$ cat src/rtl/serial_subtractor.sv
// Bit-serial WIDTH-bit subtractor: diff = a - b, one bit per clock, LSB first,
// through a single FullSubtractor cell with a registered borrow.
module serial_subtractor #(
   parameter int WIDTH = 8
) (
   input  logic             clk,
   input  logic             rst,
   input  logic             start,
   input  logic [WIDTH-1:0] a,
   input  logic [WIDTH-1:0] b,
   output logic             busy,
   output logic             done,
   output logic [WIDTH-1:0] diff,
   output logic             borrow_out,
   output logic             overflow,
   output logic             zero
);
   localparam int CW = $clog2(WIDTH + 1);

   typedef enum logic {IDLE, SHIFT} state_t;
   state_t state, state_nxt;

   logic [WIDTH-1:0] a_sh, b_sh, res_sh, res_nxt;
   logic [CW-1:0]    cnt;
   logic             brw, sa, sb;
   logic             d_bit, b_bit, last;
   logic             unused_lsb;

   FullSubtractor fs (
      .Xin  (a_sh[0]),
      .Yin  (b_sh[0]),
      .Bin  (brw),
      .Diff (d_bit),
      .Bout (b_bit)
   );

   // A 1-bit result register has nothing to shift down, only the new bit.
   generate
      if (WIDTH == 1) begin : g_res1
         assign res_nxt = d_bit;
      end else begin : g_resn
         assign res_nxt = {d_bit, res_sh[WIDTH-1:1]};
      end
   endgenerate

   assign unused_lsb = res_sh[0];
   assign last       = (cnt == CW'(WIDTH - 1));

   always_comb begin
      state_nxt = state;
      case (state)
         IDLE:    if (start) state_nxt = SHIFT;
         SHIFT:   if (last)  state_nxt = IDLE;
         default: state_nxt = IDLE;
      endcase
   end

   always_ff @(posedge clk) begin
      if (rst) begin
         state      <= IDLE;
         busy       <= 1'b0;
         done       <= 1'b0;
         diff       <= '0;
         borrow_out <= 1'b0;
         overflow   <= 1'b0;
         zero       <= 1'b0;
         a_sh       <= '0;
         b_sh       <= '0;
         res_sh     <= '0;
         brw        <= 1'b0;
         cnt        <= '0;
         sa         <= 1'b0;
         sb         <= 1'b0;
      end else begin
         state <= state_nxt;
         done  <= 1'b0;
         case (state)
            IDLE: begin
               if (start) begin
                  a_sh   <= a;
                  b_sh   <= b;
                  res_sh <= '0;
                  brw    <= 1'b0;
                  cnt    <= '0;
                  sa     <= a[WIDTH-1];
                  sb     <= b[WIDTH-1];
                  busy   <= 1'b1;
               end
            end
            SHIFT: begin
               res_sh <= res_nxt;
               a_sh   <= a_sh >> 1;
               b_sh   <= b_sh >> 1;
               brw    <= b_bit;
               cnt    <= cnt + 1'b1;
               if (last) begin
                  // The cell's Diff on the last bit is the result sign bit.
                  diff       <= res_nxt;
                  borrow_out <= b_bit;
                  zero       <= (res_nxt == '0);
                  overflow   <= (sa != sb) && (d_bit != sa);
                  done       <= 1'b1;
                  busy       <= 1'b0;
               end
            end
            default: ;
         endcase
      end
   end
endmodule

// One-bit full subtractor: Diff = Xin - Yin - Bin, Bout set on underflow.
module FullSubtractor (
   input  logic Xin,
   input  logic Yin,
   input  logic Bin,
   output logic Diff,
   output logic Bout
);
   assign Diff = Xin ^ Yin ^ Bin;
   assign Bout = (~Xin & (Yin | Bin)) | (Yin & Bin);
endmodule

$ cat config.mk
export PLATFORM = sky130hd
export DESIGN_NAME = serial_subtractor
export DESIGN_NICKNAME = d
export VERILOG_FILES = /design/src/rtl/serial_subtractor.sv
export SDC_FILE = /design/constraint.sdc
export NUM_CORES = 1
export LEC_CHECK = 0
export BUFFER_PORTS_ARGS = -buffer_cell sky130_fd_sc_hd__buf_2
export CAP_MARGIN = 20
export CELL_PAD_IN_SITES_DETAIL_PLACEMENT = 1
export CELL_PAD_IN_SITES_GLOBAL_PLACEMENT = 2
export CORE_MARGIN = 5
export CORE_UTILIZATION = 34
export DETAILED_ROUTE_END_ITERATION = 8
export PLACE_DENSITY = 0.73
export SLEW_MARGIN = 20
export SYNTH_ARGS = -nofsm -noshare
export SYNTH_HDL_FRONTEND = slang
export SYNTH_SLANG_ARGS = --single-unit
$ cat constraint.sdc
create_clock -name clk -period 1.71 [get_ports clk]
set_clock_uncertainty 0.15 [all_clocks]
set_input_delay 0.513 -clock clk [delete_from_list [all_inputs] [get_ports clk]]
set_output_delay 0.513 -clock clk [all_outputs]
set_load 0.01 [all_outputs]
* After elaboration in Yosys (flattened, before gate mapping)
Index checks and enable logic that the tools add are counted.
** Storage, ports and cells
- Bits of input ports :: 19
- Output and inout port bits :: 13
- Bits in registers :: 45
** Operators by class
- Bitwise gates (word level) :: 8
- $add $sub $neg :: 1
- Reductions and logical operators :: 6
- Mux-type cells :: 17
- Equality and inequality tests :: 5
** Operator list (count)
- 8-bit one-hot mux with 2 select lines :: 3
- 8-bit two-way mux :: 3
- 8-bit zero test :: 1
- 4-bit one-hot mux with 2 select lines :: 1
- 1-bit two-way mux :: 6
- 1-bit one-hot mux with 2 select lines :: 3
- 2-bit AND reduction :: 3
- 4-bit by 1-bit adder with 4-bit output (second input constant) :: 1
- 4-bit by 3-bit == test with 1-bit output (second input constant) :: 1
- 4-bit two-way mux :: 1
- 1-bit AND :: 2
- 1-bit != test :: 2
- 2-bit by 1-bit != test with 1-bit output (second input constant) :: 1
- 2-bit != test (second input constant) :: 1
- 1-bit NOT :: 2
- 1-bit OR :: 2
- 2-bit OR reduction :: 1
- 1-bit bitwise XOR :: 2
- 1-bit logical AND :: 1

* Longest topological paths before layout
- Word-level depth :: 4
- Depth in mapped cells :: 6
- Depth with buffers taken out :: 5

* Hierarchy
Synthesis repeated with hierarchy kept, for this count alone.
** Unflattened totals
- Cells, all modules :: 172
- Area, all modules :: 1804.2 um^2
** Modules (own cells, without submodules)
- serial_subtractor :: times used 1, seq. area each 880.8 um^2, area an instance 1776.7 um^2, cells each 169
- FullSubtractor :: times used 1, seq. area each 0.0 um^2, area an instance 27.5 um^2, cells each 3

* Least setup slack after synthesis
OpenSTA, ideal clock, no wires.
- Path kind :: in2reg
- Start point :: input port start
- End point :: register a_sh[1]
- Setup time :: 128 ps
- Cell stages on the path :: 5
- Setup slack :: 205 ps
- Data required time :: 1432 ps
- Arrival time :: 1227 ps
- Cells stage by stage :: buf_6 -> buf_6 -> mux2_2 -> mux2i_1 -> nor2_1
** Between the ends
- Longest elaborated chain between the ends :: 1
** Ends and longest elaborated chain
- start, declared :: RTL line 8 : input logic start,
- 2-bit != test (no source line)
- end signal, assigned :: RTL line 92 : a_sh <= a_sh >> 1;
- end, declared :: RTL line 23 : logic [WIDTH-1:0] a_sh, b_sh, res_sh, res_nxt;
Every way passes these cells.
A chain may end at the register's enable or synchronous reset.

* Final worst setup path
- Start point :: register brw
- End point :: register zero
** Between the ends
- Longest elaborated chain between the ends :: 2
** Ends and longest elaborated chain
- start, declared :: RTL line 25 : logic brw, sa, sb;
- start signal, assigned :: RTL line 94 : brw <= b_bit;
- 1-bit bitwise XOR :: RTL line 120 : assign Diff = Xin ^ Yin ^ Bin;
- 8-bit zero test :: RTL line 100 : zero <= (res_nxt == '0);
- end signal, assigned :: RTL line 100
- end, declared :: RTL line 16 : output logic zero
Every way passes these cells.

==> results_dict.tcl <==
set metrics [dict create \
    min_path_cells 1 \
    clock_latency_ps 290 \
    setup_violations 0 \
    rsz0062_at_grt "false" \
    netlist_area_um2 1790 \
    drv_cap 0 \
    worstSetupPathType "flop to flop" \
    critical_path_peak_fanout 3 \
    grtUsageMet1_pct 16.0 \
    hold_start "zero$_SDFFE_PP0P_" \
    num-nets-final 225 \
    synth-edff-count 0 \
    clk_transition_reported_paths_ps 90 \
    yosysUniqueCellTypes 29 \
    area_growth_pct 21.4 \
    dp.cells 267 \
    clock-sinks 44 \
    end_kind "flop" \
    post-cts-setup-buffers 0 \
    wire_per_inst_um 14.2 \
    pre_cts_ws_ps 82.5 \
    ant_nets 0 \
    initial_core_util_pct 35.1 \
    fp-row-count 26 \
    reg2reg_slack_ps 150 \
    antenna_found_initial 0 \
    drt-vias-per-instance 4.91 \
    cts_resized 0 \
    grt_max_degree 28 \
    die_h_um 82.6 \
    synth_cells 171 \
    busiest_layer "met2" \
    ys_warn_count 0 \
    drive_gt1_share_pct 29.8 \
    irDropWorstVdd_v 0.000708 \
    dp_hpwl_um 2800 \
    async_reset_ff_share_pct 0 \
    fin_setup_tns_ps 0 \
    io_buffer_count 31 \
    clk_path_buf_depth 2 \
    worst_ep_required_time_ps 1800 \
    grt_first_pass_wirelength_um 6640 \
    dieArea_um2 6830 \
    hold_viol 0 \
    max_slew_margin_pct 77.7 \
    min_path_type "flop to flop" \
    first_global_vias 1352 \
    cts_hold_buf 0 \
    drc 0 \
    ys_ff_latch 44 \
    timing.final.ws_setup_ps 145 \
    grt_use_met2_pct 21.0 \
    ys_top_cells_by_area "dfxtp_1 (49%), mux2i_1 (11%), mux2_2 (8.8%), nor2_1 (5.9%), a22o_1 (4.9%)" \
    power_density_nw_per_um2 1080 \
    cts_root_buf "clkbuf_8" \
    synth_area_leader_cell "dfxtp_1" \
    routabilityCongestion 0.709 \
    final_max_slew_viol_count 0 \
    use_met3_pct 4.12 \
    worstPathArrival_ps 1660 \
    synthTopCellsByCount "dfxtp_1 (44), nor2_1 (28), mux2i_1 (19)" \
    worstMarginPinSlew_ps 332 \
    core_um2 5110 \
    h-tree-depth 2 \
    min_period_over_period_pct 91.5 \
    grt_use_total_pct 12.8 \
    cts_buffers 5 \
    avgSynthCellArea_um2 10.5 \
    worstRegToRegCells 4 \
    grt_overflow 0 \
    power.leakage_nw 0.928 \
    reg2reg_from "brw$_SDFFE_PP0P_" \
    whs_endpoint "zero$_SDFFE_PP0P_" \
    cp-start-kind "flop" \
    drtPass1Iterations 4 \
    power.total_mw 2.36 \
    ios 32 \
    synth_top_area_share_pct 49.1 \
    dr.first_iter.drc_count 52 \
    syn_nets 192 \
    synth_most_common_cell "dfxtp_1" \
    yosysSeqAreaShare_pct 49.1 \
    vias 1351 \
    wirelength_um 3900 \
    max_freq_ghz 0.639 \
    cts_tree "done" \
    n_antenna_cell 0 \
    instances_no_fill 275 \
    rr_endpoint "zero$_SDFFE_PP0P_" \
    ys.flop_type "dfxtp_1" \
    holdWs_ps 322 \
    min_period_ps 1560 \
    die_w_um 82.6 \
    status "finished, final reports clean" \
]
[through the flow]
step           cell area, um^2  utilization, %
2_1_floorplan             1790               -
3_3_place_gp              2020            39.5
3_5_place_dp              2020            39.5
4_1_cts                   2180            42.7
5_1_grt                   2180            42.7
6_report                  2180            42.7
[worst max-delay path by stage]
stage                                 from                    to  slack [ps]  depth (start not counted)
final                     brw$_SDFFE_PP0P_     zero$_SDFFE_PP0P_         150                          4
after global placement               start  b_sh[6]$_SDFFE_PP0P_         120                          5
after CTS                 brw$_SDFFE_PP0P_     zero$_SDFFE_PP0P_         130                          4
after floorplan                      start  a_sh[1]$_SDFFE_PP0P_         210                          5
after global routing      brw$_SDFFE_PP0P_     zero$_SDFFE_PP0P_          30                          4
after detailed placement             start  a_sh[2]$_SDFFE_PP0P_          80                          5
[kinds of logic after synthesis]
family	count (synthesis)	share of synthesized area [%]
adders and majority gates	2	1.81
and+or+nand+nor	51	14.4
AOI/OAI and AO/OA	26	10.0
muxes	33	19.4
buffers and inverters	15	5.23
DFF	44	49.1
[layout make-up]
class,count,area (um^2)
Fill cell,589,2930
Sequential cell,44,881
Multi-Input combinational cell,112,820
Timing Repair Buffer,38,220
Clock inverter,3,90.1
Tap cell,70,87.6
Clock buffer,5,68.8
Inverter,3,11.3
[cell usage in the layout (no fill, tap or decap), drive strengths merged]
| master | synthesis | final |
|---|---|---|
| nand2 | 2 | 2 |
| a21oi | 11 | 11 |
| nand3 | 2 | 2 |
| nand4b | 1 | 1 |
| ha | 1 | 1 |
| o22ai | 1 | 1 |
| and2b | 1 | 1 |
| bufinv | 0 | 3 |
| a32o | 1 | 1 |
| inv | 3 | 3 |
| fa | 1 | 1 |
| nor2 | 28 | 28 |
| o21a | 1 | 1 |
| nor3b | 9 | 9 |
| mux2i | 19 | 19 |
| clkbuf | 3 | 5 |
| or3b | 1 | 1 |
| a22o | 10 | 10 |
| nand2b | 1 | 1 |
| nor4 | 2 | 2 |
| buf | 9 | 38 |
| a31oi | 1 | 1 |
| nor3 | 2 | 2 |
| mux2 | 14 | 14 |
| nor2b | 2 | 2 |
| dfxtp | 44 | 44 |
| a211oi | 1 | 1 |
[layer usage]
metal	share of wire, %	up-vias
met3	5.4	6
met1	44	648
met4	1.2	0
met2	49	31
met5	0	-
li1	-	666
[report_power, final]
| group | switching, mW | total (mW) | internal [mW] |
|---|---|---|---|
| sequential | 0.0207 | 1.08 | 1.06 |
| clock | 0.347 | 1.08 | 0.730 |
| combinational | 0.104 | 0.205 | 0.101 |
[flip-flops by register name (all words and copies together) (netlist names)]
register    cells
a_sh            8
b_sh            8
diff            8
res_sh          7
cnt             4
borrow_out      1
brw             1
busy            1
done            1
overflow        1
sa              1
sb              1
state           1
zero            1
[critical path: stages (launching register included)]
cell     delay (ps)
dfxtp_1         330
fa_1            580
inv_1            90
nor4_1          180
a32o_1          190
No activity file was read; power rests on OpenSTA's default activity.
